[src/rtl/mem_port_arbiter.sv]
// Arbitrates the shared single-port RAM between instruction fetch (IF) and load/store (LS).
// Define ARB_RR_EN to settle contested cycles round-robin instead of fixed LS priority.
module mem_port_arbiter #(
   parameter int unsigned ADDR_W = 16,
   parameter int unsigned DATA_W = 16
) (
   input  logic              clk,
   input  logic              rst,
   input  logic              if_req,
   input  logic [ADDR_W-1:0] if_addr,
   output logic              if_gnt,
   output logic              if_rvalid,
   output logic [DATA_W-1:0] if_rdata,
   input  logic              ls_req,
   input  logic              ls_we,
   input  logic [ADDR_W-1:0] ls_addr,
   input  logic [DATA_W-1:0] ls_wdata,
   output logic              ls_gnt,
   output logic              ls_done,
   output logic [DATA_W-1:0] ls_rdata,
   output logic [ADDR_W-1:0] mem_addr,
   output logic [DATA_W-1:0] mem_wdata,
   output logic              mem_we,
   input  logic [DATA_W-1:0] mem_rdata,
   output logic              busy
);

   typedef enum logic [1:0] {StIdle, StAcc, StResp} state_t;

   state_t state_q;
   logic   owner_q;  // 1 = LS owns the current access
   logic   pick_ls;

`ifdef ARB_RR_EN
   logic last_ls_q;  // 1 = LS was served most recently

   always_comb begin
      pick_ls = ls_req && (!if_req || !last_ls_q);
   end

   always_ff @(posedge clk or posedge rst) begin
      if (rst) begin
         last_ls_q <= 1'b0;
      end else if (state_q == StIdle && (if_req || ls_req)) begin
         last_ls_q <= pick_ls;
      end
   end
`else
   always_comb begin
      pick_ls = ls_req;
   end
`endif

   always_ff @(posedge clk or posedge rst) begin
      if (rst) begin
         state_q   <= StIdle;
         owner_q   <= 1'b0;
         mem_addr  <= '0;
         mem_wdata <= '0;
         mem_we    <= 1'b0;
      end else begin
         case (state_q)
            StIdle: begin
               if (if_req || ls_req) begin
                  owner_q   <= pick_ls;
                  mem_addr  <= pick_ls ? ls_addr : if_addr;
                  mem_wdata <= pick_ls ? ls_wdata : '0;
                  mem_we    <= pick_ls && ls_we;
                  state_q   <= StAcc;
               end else begin
                  mem_we <= 1'b0;
               end
            end
            StAcc: begin
               mem_we  <= 1'b0;
               state_q <= StResp;
            end
            StResp: begin
               state_q <= StIdle;
            end
            default: begin
               mem_we  <= 1'b0;
               state_q <= StIdle;
            end
         endcase
      end
   end

   assign if_gnt    = (state_q == StAcc) && !owner_q;
   assign ls_gnt    = (state_q == StAcc) && owner_q;
   assign if_rvalid = (state_q == StResp) && !owner_q;
   assign ls_done   = (state_q == StResp) && owner_q;
   assign if_rdata  = mem_rdata;
   assign ls_rdata  = mem_rdata;
   assign busy      = (state_q != StIdle);

endmodule

[config.mk]
export PLATFORM = sky130hd
export DESIGN_NAME = mem_port_arbiter
export DESIGN_NICKNAME = d
export VERILOG_FILES = /design/src/rtl/mem_port_arbiter.sv
export SDC_FILE = /design/constraint.sdc
export NUM_CORES = 1
export LEC_CHECK = 0
export ABC_AREA = 1
export ABC_CLOCK_PERIOD_IN_PS = 3500
export BUFFER_PORTS_ARGS = -buffer_cell sky130_fd_sc_hd__buf_4
export CAP_MARGIN = 20
export CORE_MARGIN = 2
export CORE_UTILIZATION = 44
export DETAILED_ROUTE_END_ITERATION = 12
export MAX_ROUTING_LAYER = met4
export PLACE_DENSITY = 0.95
export SKIP_CTS_REPAIR_TIMING = 1
export SLEW_MARGIN = 20
export SYNTH_ARGS = -nofsm -noshare
export SYNTH_HDL_FRONTEND = slang
export SYNTH_SLANG_ARGS = --single-unit
export TNS_END_PERCENT = 10
[constraint.sdc]
create_clock -name clk -period 3.5 [get_ports clk]
set_input_delay 0.35 -clock clk [delete_from_list [all_inputs] [get_ports clk]]
set_output_delay 0.35 -clock clk [all_outputs]
set_load 0.05 [all_outputs]
Word level (Yosys, flattened, before mapping)
Index checks and enable logic that the tools add are counted.

storage, ports and cells
  logic and storage cells = 24
  output and inout port bits = 70
  register bits after elaboration = 36

operators by class
  equality and inequality tests = 3
  multiplexer cells = 6
  reductions and logical operators = 10

operators by type and width
  cell                  number
  $mux W16              2
  $logic_and A1 B1 Y1   5
  $pmux W2 S2           1
  $eq A2 B1 Y1 const B  1
  $eq A2 B2 Y1 const B  1
  $logic_not A2 Y1      1
  $mux W2               1
  $ne A2 B2 Y1 const B  1
  $pmux W1 S2           1
  $reduce_and A2 Y1     1
  $reduce_bool A2 Y1    1
  $logic_not A1 Y1      1
  $logic_or A1 B1 Y1    1
  $mux W1               1

Longest topological paths before layout
Gate-level depths: netlist of the first run.

  depth after elaboration = 3
  depth in mapped cells = 7
  mapped depth without buffers = 5

Worst setup path before layout of the first run
Ideal clock, no wire load.

  path kind = register to output
  from = register state_q[0]
  to = output ls_gnt
  arrival = 1628 ps
  data required time = 3150 ps
  setup slack = 1522 ps
  cell stages (with the launch flop) = 3
  cells stage by stage = dfrtp_1 inv_2 nor3_1

between the ends
  cells in the longest elaborated chain, start to end = 2

RTL lines
  item                    line  source
  start, declared         30    state_t state_q;
  start signal, assigned  56    state_q <= StIdle;
  start signal, assigned  69    state_q <= StAcc;
  start signal, assigned  76    state_q <= StResp;
  $eq A2 B1 Y1            90    assign ls_gnt = (state_q == StAcc) && owner_q;
  $logic_and A1 B1 Y1     90
  end, declared           18    output logic ls_gnt,

Every way passes these cells.

Final worst setup path of the first run
  from = register state_q[1]
  to = output busy

between the ends
  cells in the longest elaborated chain, start to end = 1

RTL lines
  item                line  source
  $reduce_bool A2 Y1  95    assign busy = (state_q != StIdle);
  end, declared       25    output logic busy

Every way passes these cells.

==> results of run 1 <==
[state kept, by name, summed over array words and instances, names as in the netlist]
signal / cells
mem_addr: 16
mem_wdata: 16
state_q: 2
mem_we: 1
owner_q: 1
[cell families (layout without fill, tap and decap cells)]
kind of cell / count (synthesis) / after routing
simple gates: 161 / 161
flops: 36 / 36
buf+inv: 49 / 105
compound gates: 1 / 1
[cells in the mapped netlist]
| cell | count |
|---|---|
| dfrtp_1 | 36 |
| clkinv_2 | 1 |
| buf_4 | 35 |
| clkbuf_1 | 1 |
| buf_12 | 1 |
| nand3_1 | 17 |
| buf_6 | 2 |
| nor2_4 | 1 |
| nand2_4 | 1 |
| nand2_1 | 116 |
| nor3_1 | 2 |
| inv_1 | 3 |
| nor2_8 | 2 |
| inv_4 | 1 |
| inv_2 | 1 |
| nor2_1 | 3 |
| buf_2 | 4 |
| nand2_2 | 19 |
| o21ai_0 | 1 |
[routing by layer]
metal	vias up	part of all wire, %
li1	828	-
met1	753	38
met2	73	53
met3	13	7.7
met4	0	1.2
met5	-	0
[tightest hold or removal path: cells and delay by family]
| family | cells | cell delay [ns] |
|---|---|---|
| buffers and inverters | 3 | 0.53 |
[power groups by stage]
stage,Clock (uW),Combinational (uW),Sequential [uW]
final,353,1470,732
after global routing,383,1580,756
after CTS,364,1490,733
after detailed placement,0,1490,738
after global placement,0,1460,732
after floorplan,0,634,1290
[area by class of cell]
type | instances | area (um^2)
multi-input combinational | 162 | 728
tap | 52 | 65.1
sequential | 36 | 901
clock buffer | 6 | 72.6
timing repair buffer | 91 | 683
clock inverter | 2 | 35.0
fill | 402 | 1840
inverter | 6 | 26.3
[stage by stage]
stage | setup slack [ns] | utilization, % | cells
after floorplan | 1.52 | - | 247
after global placement | 1.83 | 55.2 | 347
after detailed placement | 1.76 | 55.2 | 347
after CTS | 1.82 | 57.7 | 355
after global routing | 1.74 | 57.7 | 355
final | 1.83 | 57.7 | 355
[worst min path at each step]
stage	from	endpoint	slack [ns]	cells past startpoint
after floorplan	owner_q$_DFFE_PP0P_	owner_q$_DFFE_PP0P_	0.49	2
after global placement	mem_wdata[4]$_DFFE_PP0P_	mem_wdata[4]$_DFFE_PP0P_	0.46	2
after detailed placement	mem_wdata[5]$_DFFE_PP0P_	mem_wdata[5]$_DFFE_PP0P_	0.46	2
after CTS	rst	mem_addr[5]$_DFFE_PP0P_	0.18	3
after global routing	rst	mem_addr[4]$_DFFE_PP0P_	0.21	3
final	rst	mem_addr[4]$_DFFE_PP0P_	0.16	3
==> results.cfg, run 1 <==
[status]
status = finished clean

[yosys]
synthCells = 247
synth_top_family_by_area = simple AND/OR/NAND/NOR gates
ys_seq_elements = 36
yosys.area_share.simple_pct = 36.4
syn-num-nets = 316
synth_area_um2 = 1980
synth_fa_ha_area_share_pct = 0
muxShareOfSynthArea_pct = 0
synthDistinctLibCells = 19
yosys-top-cells-area = dfrtp_1 45%, nand2_1 22%, buf_4 13%, nand2_2 6.0%, nand3_1 4.3%
ys_seq_area_share_pct = 45.4
synth_top_cell_area_share_pct = 45.4
synth_compound_area_share_pct = 0.252
avgSynthCellArea_um2 = 8.03
synth_top_cell_by_area = dfrtp_1
synth_xor_area_share_pct = 0
synth_warnings = 0

[final_layout]
finalInstanceArea_um2 = 2510
area_delta_synth_final_pct = 26.5
final_common_cell = nand2_1
num-nets-final = 371
diodes = 0
drive_above_1_share_pct = 40.9
mostFrequentLayoutCells = 116 x nand2_1, 91 x buf_4, 36 x dfrtp_1, 19 x nand2_2, 17 x nand3_1

[flow_run]
maxCapViolCount = 0

[clock_tree]
cts.sinks = 36
htreeDepth = 2
cts_root_buffer = clkbuf_8
cts_buffer_depth = 2
cts_tree = done
path_clk_slew_ns = 0.07
cts_made_buffers = 5
clk_latency_ns = 0.28

[setup_path]
worst_r2r_endpoint = mem_addr[0]$_DFFE_PP0P_
crit_family = flip-flops
critPathLaunchType = flop
cp_slowest_stage_delay_ns = 0.58
r2r_setup_slack_ns = 1.91
crit_chain = clkinv_2 > nand2_4 > buf_4
cp_data_required_time_ns = 3.15
crit_start = state_q[1]$_DFFE_PP0P_
cp.depth = 3
end_kind = output port
critical_path.endpoint = busy
slowest_stage = dfrtp_1
crit_type = reg -> out
worstPathArrival_ns = 1.32
crit_fanout = 7
path_buf_inv = 2
r2r-start = state_q[1]$_DFFE_PP0P_
ff2ff_path_depth = 4

[floorplanning]
dieArea_um2 = 5060
rows = 24
ios = 139
coreArea_um2 = 4350
die_w_um = 71.2
initial_core_util_pct = 45.6
fp.dieH_um = 71.2

[timing]
period_share_pct = 47.6
finalSetupTns_ns = 0
relSlewSlack_pct = 61.3
timing.fmax_mhz = 600
rsz0062_at_grt = no
slew_viol_final = 0
clock_skew_ns = 0.00225
hold_violations = 0
layout_min_cycle_time_ns = 1.67
setup-violations-final = 0
tightest_slew_ns = 0.578
fin_hold_ws_ns = 0.159

[power]
power_density_nw_per_um2 = 1020
total_power_uw = 2560
clock_power_share_pct = 13.8
ir_drop_mv = 0.407
cellLeakagePower_uw = 0.00145
p_comb_share_pct = 57.6
seq_power_share_pct = 28.6
switchingPower_uw = 1330
p_int_uw = 1230
sw_frac_of_total_pct = 51.9

[global_routing]
busiest_layer = met2
use_met3_pct = 5.27
grt_pass1_wl_um = 7170
grt_pass1_vias = 1636
met1_usage_pct = 19.9
grt_use_total_pct = 18.3
grt_start_max_net_pins = 37
gr-total-overflow = 0
antenna_found_initial = 0
grt_util_met2_pct = 32.2

[drt]
dr.pass1.iters = 4
vias = 1667
ant_nets = 0
postRouteWirelength_um = 4180
via_per_inst = 4.70
wl_per_cell_um = 11.8
route.detailed.drc = 0
drt_iter0_drc = 90

[hold_path]
hp-class = in -> async

[place]
place.gp.congestion = 0.736
placed_area_um2 = 2400
dp_hpwl_um = 3100
portBuffers = 90
No activity file was read; power rests on OpenSTA's default activity.
==> run 2: changes to the inputs <==
Settings changed: ABC_AREA 1 to 0, ABC_CLOCK_PERIOD_IN_PS 3500 to 1350, CORE_UTILIZATION 44 to 36, PLACE_DENSITY 0.95 to 0.87.
Clock period 3.5 ns to 1.35 ns, I/O delays scaled along.
==> run 2 against run 1 <==
The run now ends with setup timing left. Combinational power increased to 3.0 times the previous value. Non-clock buffer count increased by 7. Synthesized cell count decreased by 44%. First-iteration DRC count decreased by 44%. Clock power increased to 2.6 times the previous value. Die area increased by 15%. Worst hold slack got worse by 0.095 ns. Register-to-register slack got worse by 1.9 ns. Wire length decreased by 3.9%. Sequential power increased to 2.7 times the previous value. Critical path type unchanged.
==> results.cfg, run 2 <==
[yosys]
ys_seq_area_share_pct = 47.9
synthDistinctLibCells = 19
yosys-top-cells-count = 36 x dfrtp_1, 32 x buf_4, 16 x a22o_1, 16 x mux2_2, 16 x mux2_4
avgSynthCellArea_um2 = 13.6
synth_top_cell_by_area = dfrtp_1
ys_async_sr_fraction_pct = 100
synth_warnings = 0
syn-num-nets = 207
yosysMostFrequentCell = dfrtp_1
synthCells = 138
synth_flop_cell = dfrtp_1
synth_top_cell_area_share_pct = 47.9
yosys-top-cells-area = dfrtp_1 48%, buf_4 13%, mux2_4 13%, mux2_2 9.6%, a22o_1 7.5%
synth_area_um2 = 1880
ys_seq_elements = 36
synth-edff-count = 0

[final_layout]
fin_cells = 275
area_delta_synth_final_pct = 35.5
num-nets-final = 273
mostFrequentLayoutCells = 91 x buf_4, 36 x dfrtp_1, 16 x mux2_4, 16 x mux2_2, 16 x a22o_1
largestRegisters = mem_addr x16, mem_wdata x16, state_q x2
diodes = 0
finalInstanceArea_um2 = 2550
drive_above_1_share_pct = 69.3
multi_input_area_um2 = 676
final_common_cell = buf_4
fill_cells = 490
seqCellArea_um2 = 901

[setup_path]
critPathLaunchType = flop
crit_type = reg -> out
end_kind = output port
worstPathArrival_ns = 1.27
cp_data_required_time_ns = 1.22
crit_fanout = 4

[drt]
ant_nets = 0
vias = 1247
postRouteWirelength_um = 4010
dr.pass1.iters = 4
drt_iter0_drc = 50
wl_per_cell_um = 14.6
via_per_inst = 4.53
route.detailed.drc = 0

[global_routing]
grt_pass1_wl_um = 6500
grt_pass1_vias = 1331
antenna_found_initial = 0
grt_start_max_net_pins = 35
grt_use_total_pct = 14.3
gr-total-overflow = 0

[timing]
hold_violations = 0
rsz0062_at_grt = yes
period_share_pct = 104
timing.fmax_mhz = 710
relSlewSlack_pct = 31.6
layout_min_cycle_time_ns = 1.41
setup-violations-final = 19
slew_viol_final = 0
tightest_slew_ns = 1.02
finalSetupTns_ns = -0.358
setup_ws_ns = -0.0584
clock_skew_ns = 0.00712

[power]
ir_drop_mv = 1.27
power_density_nw_per_um2 = 2880
cellLeakagePower_uw = 0.00130

[place]
placed_cells = 265
place.gp.congestion = 0.670
portBuffers = 90
placed_area_um2 = 2380
dp_hpwl_um = 2890

[floorplanning]
initial_core_util_pct = 37.1
fp.dieH_um = 76.3
dieArea_um2 = 5820
rows = 26
coreArea_um2 = 5070
die_w_um = 76.3
ios = 139

[flow_run]
maxCapViolCount = 0

[status]
status = finished, violations left
violations = setup timing

[hold_path]
hp-class = in -> reg

[clock_tree]
cts_made_buffers = 5
cts_buffer_depth = 2
cts_root_buffer = clkbuf_8
cts_tree = done
clk_latency_ns = 0.28
htreeDepth = 2
path_clk_slew_ns = 0.07
cts.sinks = 36
## run 2: cell count changes in the layout (fill, tap and decap cells not counted), moves of 2 or more
cell / delta
nand3_1: -17
nor2_1: -3
nor2_8: -2
mux2_2: +16
nand2_2: -19
nor3_1: -2
mux2_4: +16
nor2b_4: +2
a22o_1: +16
nand2_1: -115
buf_6: +5
## run 2: cell families after synthesis
group,Yosys count,synth area share (%)
buffers and inverters,42,17.4
flip-flops,36,47.9
multiplexers,32,22.4
AO/OA/AOI/OAI,19,8.98
AND/OR/NAND/NOR,9,3.39
## run 2: path summary, 6_finish.rpt
path | start | to | slack (ns) | cells past startpoint
worst max register to register | state_q[0]$_DFFE_PP0P_ | mem_addr[3]$_DFFE_PP0P_ | -0.02 | 3
max in group asynchronous | rst | mem_addr[2]$_DFFE_PP0P_ | 0.41 | 4
worst min register to register | mem_addr[1]$_DFFE_PP0P_ | mem_addr[1]$_DFFE_PP0P_ | 0.51 | 1
worst max-delay path | state_q[0]$_DFFE_PP0P_ | if_gnt | -0.06 | 4
min in group asynchronous | rst | mem_wdata[7]$_DFFE_PP0P_ | 0.40 | 3
worst min-delay path | ls_wdata[0] | mem_wdata[0]$_DFFE_PP0P_ | 0.06 | 2
## run 2: layout make-up
| cell class | instances | area share [%] |
|---|---|---|
| inverter | 3 | 0.442 |
| multi-input combinational | 60 | 26.5 |
| clock buffer | 6 | 2.85 |
| clock inverter | 2 | 1.38 |
| tap | 70 | 3.44 |
| timing repair buffer | 98 | 30.0 |
| sequential | 36 | 35.4 |
## run 2: critical path, cell delays in order, from the launching register on
cell and delay, ns:
dfrtp_1 0.40, buf_6 0.13, nor2b_4 0.15, nor2b_4 0.15, buf_6 0.16
## run 2: power by group
group          internal [uW]  switching [uW]  leakage, uW
sequential              1620             347     0.000441
combinational           1680            2780     0.000806
clock                    548             361    0.0000552
## run 2: per-layer routing
metal,up-vias,routed length (um),GRT usage (%)
met3,4,250,4.27
met2,47,2100,24.9
met1,617,1640,16.1
met4,0,31,3.45
met5,-,0,-
li1,579,-,-
## run 2: stage by stage
stage / total power, uW / setup WS, ns / util, % / hold WS [ns]
after floorplan: 5330 / -0.119 / - / 0.268
after global placement: 6230 / -0.259 / 46.9 / 0.144
after detailed placement: 6320 / -0.298 / 46.9 / 0.143
after CTS: 7250 / -0.218 / 49.0 / -0.163
after global routing: 7680 / -0.105 / 50.2 / 0.0576
final: 7340 / -0.0584 / 50.2 / 0.0646
==> run 3: changes to the inputs <==
--- a/config.mk
+++ b/config.mk
@@ -16,2 +16,3 @@
 export PLACE_DENSITY = 0.87
+export RECOVER_POWER = 50
 export SKIP_CTS_REPAIR_TIMING = 1
==> constraint.sdc (replaced) <==
create_clock -name clk -period 1.35 [get_ports clk]
set_input_delay 0.405 -clock clk [delete_from_list [all_inputs] [get_ports clk]]
set_output_delay 0.405 -clock clk [all_outputs]
set_load 0.05 [all_outputs]
==> run 3 against run 2 <==
The flow still finishes with violations (setup timing). Flip-flop and latch count did not move. Die area did not move. Power rose by 6.4%. Cell count rose by 1.8%. Sequential share of layout area fell by 1.6 points. Critical path depth fell by 1. Register-to-register slack got worse by 0.07 ns. Via count rose by 2.6%. Worst hold slack improved by 0.27 ns. Clock skew fell by 0.0044 ns. Clock power rose by 12%. Critical endpoint is now if_rvalid. Highest routed layer unchanged.
==> results.cfg, run 3 (same netlist as run 2, synthesis figures left out) <==
[hold_path]
worstHoldStart = ls_wdata[12]
hold_end = mem_wdata[12]$_DFFE_PP0P_
hold_depth = 2
hp-class = in -> reg

[power]
ir_drop_mv = 1.38
p_int_uw = 4240
seq_power_share_pct = 25.5
cellLeakagePower_uw = 0.00136
switchingPower_uw = 3570
p_comb_share_pct = 61.5
power_density_nw_per_um2 = 2910
sw_frac_of_total_pct = 45.7
clock_power_share_pct = 13.0

[setup_path]
slowest_stage = dfrtp_2
worst_r2r_endpoint = mem_wdata[14]$_DFFE_PP0P_
crit_fanout = 4
ff2ff_path_depth = 7
r2r_setup_slack_ns = -0.09
crit_type = reg -> out
cp_data_required_time_ns = 0.95
worstPathArrival_ns = 1.19
end_kind = output port
critPathLaunchType = flop
crit_chain = buf_6 > nor3b_4 > buf_6
r2r-start = state_q[0]$_DFFE_PP0P_
cp_slowest_stage_delay_ns = 0.44
critical_path.most_common_cell = buf_6

[global_routing]
grt_start_max_net_pins = 37
grt_use_total_pct = 14.4
antenna_found_initial = 0
grt_pass1_vias = 1301
gr-total-overflow = 0
grt_pass1_wl_um = 6460

[timing]
hold_violations = 0
rsz0062_at_grt = yes
timing.fmax_mhz = 627
tightest_slew_ns = 0.897
clock_skew_ns = 0.00271
finalSetupTns_ns = -2.59
setup_ws_ns = -0.245
period_share_pct = 118
layout_min_cycle_time_ns = 1.60
slew_viol_final = 0
relSlewSlack_pct = 40.2
setup-violations-final = 33

[status]
violations = setup timing
status = finished, violations left

[drt]
dr.pass1.iters = 4
wl_per_cell_um = 14.4
route.detailed.drc = 0
drt_iter0_drc = 28
ant_nets = 0
vias = 1280
via_per_inst = 4.57
postRouteWirelength_um = 4040

[clock_tree]
path_clk_slew_ns = 0.07
htreeDepth = 2
cts_root_buffer = clkbuf_8
cts_made_buffers = 5
clk_latency_ns = 0.28
cts_buffer_depth = 2
cts.sinks = 36
cts_tree = done

[place]
place.gp.congestion = 0.701
dp_hpwl_um = 3070
portBuffers = 90
placed_cells = 270

[final_layout]
utilization_pct = 52.9
multi_input_area_um2 = 682
mostFrequentLayoutCells = 87 x buf_4, 33 x dfrtp_1, 16 x mux2_4, 16 x mux2_2, 16 x a22o_1
seqCellArea_um2 = 905
num-nets-final = 278
final_common_cell = buf_4
fin_cells = 280
area_delta_synth_final_pct = 42.6
fill_cells = 487
largestRegisters = mem_addr x16, mem_wdata x16, state_q x2
diodes = 0
drive_above_1_share_pct = 72.4

[floorplanning]
ios = 139
die_w_um = 76.3
dieArea_um2 = 5820
rows = 26
initial_core_util_pct = 37.1
fp.dieH_um = 76.3
coreArea_um2 = 5070

[flow_run]
maxCapViolCount = 0
==> run 3: per-stage QoR <==
stage               cell area (um^2)  hold WS [ns]  power, uW  setup slack (ns)
finish                          2680         0.340       7810            -0.245
global route                    2680         0.323       8190            -0.320
CTS                             2620         0.175       7640            -0.344
detailed placement              2490         0.482       6600           -0.0801
global placement                2490         0.476       6500           -0.0558
floorplan                       1900         0.499       5380           -0.0324
==> run 3: critical path, delay by kind of cell (launching register included) <==
kind          cells  cell delay [ns]
simple gates      1             0.16
buf+inv           2             0.31
flops             1             0.44
==> run 3: cell type report <==
class                           count  share of cell area, %
Timing Repair Buffer              103                   32.5
Clock inverter                      1                   1.12
Sequential cell                    36                   33.7
Inverter                            3                  0.420
Multi-Input combinational cell     60                   25.4
Clock buffer                        7                   3.59
Tap cell                           70                   3.26
==> run 3: how the worst max path moves through the flow <==
stage | start | end | slack [ns] | cells past startpoint
2_1_floorplan | ls_req | mem_addr[1]$_DFFE_PP0P_ | -0.03 | 4
3_3_place_gp | ls_req | mem_addr[6]$_DFFE_PP0P_ | -0.06 | 4
3_5_place_dp | ls_req | mem_addr[0]$_DFFE_PP0P_ | -0.08 | 4
4_1_cts | state_q[1]$_DFFE_PP0P_ | if_gnt | -0.34 | 3
5_1_grt | state_q[1]$_DFFE_PP0P_ | if_gnt | -0.32 | 3
6_report | state_q[0]$_DFFE_PP0P_ | if_rvalid | -0.25 | 3
==> run 3: power groups by stage <==
stage	clock network (uW)	logic (uW)	registers, uW
floorplan	0	1690	3690
global placement	0	4530	1970
detailed placement	0	4610	1990
CTS	1050	4610	1980
global route	1110	5000	2080
finish	1020	4800	1990
==> run 3: metal layers <==
metal	GRT usage (%)	share of wire (%)	vias up
li1	-	-	587
met4	4.55	0.47	0
met2	23.6	53	57
met1	16.4	39	632
met5	-	0	-
met3	5.45	6.6	4
